[src/rtl/mouse_tracker.sv]
// PS/2 standard-mode packet decoder: 3-byte packets into a clamped absolute cursor
// position plus button levels and press pulses, all registered and updated once per packet.
module mouse_tracker #(
    parameter int SCREEN_W    = 320,
    parameter int SCREEN_H    = 240,
    parameter int INIT_X      = 160,
    parameter int INIT_Y      = 120,
    parameter int SHIFT       = 0,
    parameter int PKT_TIMEOUT = 250000
) (
    input  logic       clk,
    input  logic       iReset,
    input  logic [7:0] iByte,
    input  logic       iByteValid,
    output logic [8:0] oMouseX,
    output logic [7:0] oMouseY,
    output logic       oLeftBtn,
    output logic       oRightBtn,
    output logic       oLeftClick,
    output logic       oRightClick,
    output logic       oPacketValid,
    output logic       oSyncError
);
    typedef enum logic [1:0] {WAIT_B0, WAIT_B1, WAIT_B2} state_t;

    localparam int TW = $clog2(PKT_TIMEOUT + 1);
    localparam logic signed [10:0] XMAX = 11'(SCREEN_W - 1);
    localparam logic signed [10:0] YMAX = 11'(SCREEN_H - 1);

    state_t state, state_nxt;
    logic [7:0]    dx_lo;
    logic [TW-1:0] tcnt;
    logic          apply, drop, timeout;

    // Flag bits kept from byte 0: {y_ovf, x_ovf, y_sign, x_sign, right, left}
    logic [5:0] flg;

    // Byte 0 bit 2 (middle button) is not reported by this block
    logic unused_middle;
    assign unused_middle = iByte[2];

    always_ff @(posedge clk) begin
        if (iReset) state <= WAIT_B0;
        else        state <= state_nxt;
    end

    always_comb begin
        state_nxt = state;
        apply     = 1'b0;
        drop      = 1'b0;
        // A strobe in the same cycle as the timeout wins
        timeout   = (state != WAIT_B0) && !iByteValid && (tcnt == TW'(PKT_TIMEOUT - 1));
        case (state)
            WAIT_B0: if (iByteValid) begin
                if (iByte[3]) state_nxt = WAIT_B1;
                else          drop = 1'b1;
            end
            WAIT_B1: begin
                if (iByteValid)   state_nxt = WAIT_B2;
                else if (timeout) state_nxt = WAIT_B0;
            end
            WAIT_B2: begin
                if (iByteValid) begin
                    state_nxt = WAIT_B0;
                    apply     = 1'b1;
                end else if (timeout) begin
                    state_nxt = WAIT_B0;
                end
            end
            default: state_nxt = WAIT_B0;
        endcase
    end

    always_ff @(posedge clk) begin
        if (iReset) begin
            flg   <= '0;
            dx_lo <= '0;
            tcnt  <= '0;
        end else begin
            if (state == WAIT_B0 && iByteValid && iByte[3])
                flg <= {iByte[7:4], iByte[1:0]};
            if (state == WAIT_B1 && iByteValid)
                dx_lo <= iByte;
            if (iByteValid || state == WAIT_B0 || timeout) tcnt <= '0;
            else                                          tcnt <= tcnt + 1'b1;
        end
    end

    // Movement in 11-bit signed; PS/2 Y is up-positive so it is subtracted
    logic signed [8:0]  dx9, dy9;
    logic signed [10:0] dxs, dys, nx, ny;
    logic [8:0]         x_new;
    logic [7:0]         y_new;

    always_comb begin
        dx9   = {flg[2], dx_lo};
        dy9   = {flg[3], iByte};
        dxs   = flg[4] ? 11'sd0 : (11'(dx9) >>> SHIFT);
        dys   = flg[5] ? 11'sd0 : (11'(dy9) >>> SHIFT);
        nx    = $signed({2'b00, oMouseX}) + dxs;
        ny    = $signed({3'b000, oMouseY}) - dys;
        x_new = nx[10] ? 9'd0 : (nx > XMAX) ? XMAX[8:0] : nx[8:0];
        y_new = ny[10] ? 8'd0 : (ny > YMAX) ? YMAX[7:0] : ny[7:0];
    end

    always_ff @(posedge clk) begin
        if (iReset) begin
            oMouseX      <= 9'(INIT_X);
            oMouseY      <= 8'(INIT_Y);
            oLeftBtn     <= 1'b0;
            oRightBtn    <= 1'b0;
            oLeftClick   <= 1'b0;
            oRightClick  <= 1'b0;
            oPacketValid <= 1'b0;
            oSyncError   <= 1'b0;
        end else begin
            oPacketValid <= apply;
            oSyncError   <= drop | timeout;
            oLeftClick   <= apply & flg[0] & ~oLeftBtn;
            oRightClick  <= apply & flg[1] & ~oRightBtn;
            if (apply) begin
                oMouseX   <= x_new;
                oMouseY   <= y_new;
                oLeftBtn  <= flg[0];
                oRightBtn <= flg[1];
            end
        end
    end
endmodule

[config.mk]
export PLATFORM = sky130hd
export DESIGN_NAME = mouse_tracker
export DESIGN_NICKNAME = d
export VERILOG_FILES = /design/src/rtl/mouse_tracker.sv
export SDC_FILE = /design/constraint.sdc
export NUM_CORES = 1
export LEC_CHECK = 0
export BUFFER_PORTS_ARGS = -buffer_cell sky130_fd_sc_hd__buf_2
export CELL_PAD_IN_SITES_DETAIL_PLACEMENT = 0
export CELL_PAD_IN_SITES_GLOBAL_PLACEMENT = 2
export CORE_MARGIN = 4
export CORE_UTILIZATION = 32
export DETAILED_ROUTE_END_ITERATION = 6
export PLACE_DENSITY_LB_ADDON = 0.1
export SLEW_MARGIN = 25
export SYNTH_ARGS = -nofsm -noshare
export SYNTH_HDL_FRONTEND = slang
export SYNTH_SLANG_ARGS = --single-unit
[constraint.sdc]
create_clock -name clk -period 2.53 [get_ports clk]
set_input_delay 0.506 -clock clk [delete_from_list [all_inputs] [get_ports clk]]
set_output_delay 0.506 -clock clk [all_outputs]
set_load 0.05 [all_outputs]
==> run metrics <==
status=complete, no violations; buffer levels on the longest clock path=2; total of warnings raised by yosys=0; worst rel slew slack=0.6066; startpoint of the most critical setup path=flg[4]; area delta synth->final=31.90%; All-Layer GR Usage=0.1439; drt initial violations=67; startpoint of the most critical register-to-register path=flg[4]; Post-Synthesis Mean Instance Area=8.605 um2; global-route wire length before repair=13050 um; root buffer cell=sky130_fd_sc_hd__clkbuf_8; total count of max-transition violations in the final report=0; final-report setup violation count=0; worst reg2reg path depth=10; hold bufs inserted after CTS=0; WP data required=2.74 ns; hold violation count in the final report=0; fraction of layout cells with a size suffix above 1=0.2885; HP Start=iByte[5]; worst hold slack=0.4487 ns; number of antenna violations at the first check in global routing=0; family of cells with the greatest summed delay on the critical path=compound AO/OA/AOI/OAI gates; asr flop ratio synth=0; Port Buf Inserts=33; Distinct cells, synth=55; die footprint=11780 um2; core area=9819 um2; post-detail-place hpwl=6149 um; Max Freq=408.9 MHz; PwrDens=518.2 nW/um2; maximum cell stage delay along the critical path=0.36 ns; vertical die dimension=108.6 um; Final Instance Area=4268 um2; worst min-delay path class=in2reg; Final min period=2.446 ns; clock buffers created by TritonCTS=9; Post-synth EDFFs=0; TritonCTS clock tree=done; slew of the pin with the lowest slew margin=0.5883 ns; Net count, final=482; endpoint of the most critical register-to-register path=oMouseX[5]; number of synthesized register bits=57; hold endpoint=dx_lo[5]; data arrival time of the critical path=2.66 ns; Final Worst Setup Slack=0.08421 ns; stages on the worst setup path=10; sequential cell area fraction in the yosys report=0.3527; buffers and inverters on the worst path=1; Max Clock Skew=0.01071 ns; DRT Wirelength=8213 um; post-route DRC violation count=0; crit path capture type=flip-flop; Crit Path Class=reg2reg; Skew-Pair Late Insertion Delay=0.34 ns; number of global-route vias before repair=2753; routed wire length per instance=13.99 um; final core utilization=0.4346; Max-cap violations=0; Cells after Synth=376; Max FO, Critical Path=4; worst slack after detailed placement=-0.2281 ns; Net Count, Synth=409; via/cell ratio=4.804; Fillers=1045; flop-to-flop setup slack=0.08 ns; largest net degree at the start of global routing=19; slowest cell on the critical path=sky130_fd_sc_hd__dfxtp_4; Final Power=2.212 mW; top cells by area, synth=sky130_fd_sc_hd__dfxtp_1 35%, sky130_fd_sc_hd__ha_1 7.7%, sky130_fd_sc_hd__nor2_1 5.9%; list of cells traversed by the critical path=buf_4, nor2b_2, ha_1, a21o_1, a221oi_4, o21a_1, nor4_4, or2_4, a221oi_2, o21ai_1; number of I/O pins=34; clock-pin transition on the worst setup and hold timing paths=0.07 ns; most used flip-flop cell after synthesis=sky130_fd_sc_hd__dfxtp_1; critical path startpoint category=flip-flop; initial core utilization=0.3295; grt ovf=0; number of clock sinks=57; cell type contributing the most total cell area after synthesis=sky130_fd_sc_hd__dfxtp_1; post-synthesis cell area=3236 um2; RD Place Congestion=0.7644; routed vias=2820; Die W=108.6 um; count of standard-cell rows=36; fraction of synthesized cell area taken by the top area cell type=0.3527; placed standard-cell area=3784 um2; Leak Pwr=1.732 nW; number of levels in the clock H-tree=3; number of cells on the worst hold path=3; Final ANT Viol Nets=0; IR Drop Worst-Case VDD=0.0002026 V; detailed-routing iteration count for the pre-antenna-repair pass=4; number of diodes=0; period utilization=0.9667
cells in the final DEF, fill, tap and decap left out, types with 3 or more instances in the layout:
cell	count
sky130_fd_sc_hd__ha_4	5
sky130_fd_sc_hd__ha_1	15
sky130_fd_sc_hd__or3_1	3
sky130_fd_sc_hd__mux2i_1	14
sky130_fd_sc_hd__nand3b_1	3
sky130_fd_sc_hd__buf_2	33
sky130_fd_sc_hd__a221oi_2	6
sky130_fd_sc_hd__a21oi_2	3
sky130_fd_sc_hd__inv_1	15
sky130_fd_sc_hd__a21oi_1	28
sky130_fd_sc_hd__xnor2_1	17
sky130_fd_sc_hd__dfxtp_2	4
sky130_fd_sc_hd__nor2b_2	3
sky130_fd_sc_hd__and3_1	4
sky130_fd_sc_hd__buf_4	39
sky130_fd_sc_hd__nand3_1	9
sky130_fd_sc_hd__clkbuf_8	10
sky130_fd_sc_hd__o21ai_1	3
sky130_fd_sc_hd__o21ai_0	6
sky130_fd_sc_hd__nor4b_1	3
sky130_fd_sc_hd__nor3_1	8
sky130_fd_sc_hd__nor2_1	50
sky130_fd_sc_hd__dfxtp_1	52
sky130_fd_sc_hd__nand2b_1	10
sky130_fd_sc_hd__nand2_1	36
sky130_fd_sc_hd__o21a_1	3
sky130_fd_sc_hd__nor2b_1	8
sky130_fd_sc_hd__xor2_1	9
what timing repair did:
action | in CTS | in global routing
endpoints found under the setup margin | 8 | 13
pin swaps | 2 | 11
buffers inserted | 1 | 7
gates resized for setup | 6 | 34
endpoints found under the hold margin | 0 | 0
sequential cells by signal, summed over array words and instances, names as in the netlist:
signal / cells
dx_lo: 8
state: 2
oMouseX: 9
tcnt: 18
oLeftClick: 1
oLeftBtn: 1
oPacketValid: 1
flg: 6
oRightBtn: 1
oMouseY: 8
oRightClick: 1
oSyncError: 1
where the power goes:
part           switching (mW)  internal (mW)  leakage, nW
combinational           0.178          0.147         1.16
clock                   0.385          0.580        0.113
sequential             0.0115          0.910        0.463
total                   0.574           1.64         1.73
logic make-up after synthesis:
logic type / count (synthesis) / share of synthesized area
adder cells (fa/ha/maj): 22 / 0.08971
AO/OA/AOI/OAI: 75 / 0.1705
multiplexers: 14 / 0.04331
AND/OR/NAND/NOR: 154 / 0.2386
flip-flops: 57 / 0.3527
XOR/XNOR: 27 / 0.07309
buffers and inverters: 27 / 0.03209
layer usage:
metal	wire length, um	up-vias	global-route usage
met3	206	10	0.02925
li1	-	1470	-
met4	140	0	0.05771
met5	0	-	0
met1	4067	1305	0.1891
met2	3799	35	0.2304
metrics by stage:
step	instances	setup TNS, ns
finish	587	0
floorplan	376	0
global route	587	-0.01447
global placement	564	-1.162
CTS	580	0
detailed placement	564	-1.625
synth_stat cells (2+ instances only):
cell type and n:
sky130_fd_sc_hd__nand2b_1 11, sky130_fd_sc_hd__clkbuf_1 9, sky130_fd_sc_hd__nand4_1 2, sky130_fd_sc_hd__buf_2 2, sky130_fd_sc_hd__or3_1 3, sky130_fd_sc_hd__nor4b_1 3, sky130_fd_sc_hd__a311oi_1 2, sky130_fd_sc_hd__xnor2_1 18
sky130_fd_sc_hd__nor4_1 2, sky130_fd_sc_hd__a221oi_1 7, sky130_fd_sc_hd__nand3b_1 3, sky130_fd_sc_hd__o21ai_1 3, sky130_fd_sc_hd__inv_1 15, sky130_fd_sc_hd__nand2_1 36, sky130_fd_sc_hd__o31ai_1 2, sky130_fd_sc_hd__a21oi_2 2
sky130_fd_sc_hd__nand3_1 9, sky130_fd_sc_hd__a21oi_1 30, sky130_fd_sc_hd__and2_1 2, sky130_fd_sc_hd__a21o_1 2, sky130_fd_sc_hd__nor2b_1 12, sky130_fd_sc_hd__o211ai_1 2, sky130_fd_sc_hd__xor2_1 9, sky130_fd_sc_hd__nor2_1 51
sky130_fd_sc_hd__dfxtp_1 57, sky130_fd_sc_hd__mux2i_1 14, sky130_fd_sc_hd__nor3_1 9, sky130_fd_sc_hd__o21a_1 3, sky130_fd_sc_hd__and3_1 4, sky130_fd_sc_hd__ha_1 20, sky130_fd_sc_hd__o21ai_0 7, sky130_fd_sc_hd__fa_1 2
worst min-delay path, cell delays in order:
cell	delay, ns
sky130_fd_sc_hd__buf_2	0.11
sky130_fd_sc_hd__mux2i_1	0.07
sky130_fd_sc_hd__nor2_1	0.07
worst max path at each step:
stage,slack [ns],endpoint
3_5_place_dp,-0.23,oMouseY[4]
4_1_cts,0.0007,oMouseX[2]
6_report,0.08,oMouseX[5]
5_1_grt,-0.01,oMouseX[5]
3_3_place_gp,-0.20,oMouseY[4]
2_1_floorplan,0.02,oMouseX[0]
layout make-up:
| class | instances | area (um2) | share of cell area |
|---|---|---|---|
| Sequential cell | 57 | 1150 | 0.2694 |
| Timing Repair Buffer | 74 | 480.5 | 0.1126 |
| Tap cell | 133 | 166.4 | 0.03899 |
| Multi-Input combinational cell | 292 | 2195 | 0.5142 |
| Inverter | 15 | 56.30 | 0.01319 |
| Clock buffer | 11 | 141.4 | 0.03313 |
| Clock inverter | 5 | 78.83 | 0.01847 |
Note: power is estimated with default switching activity, not from simulation.
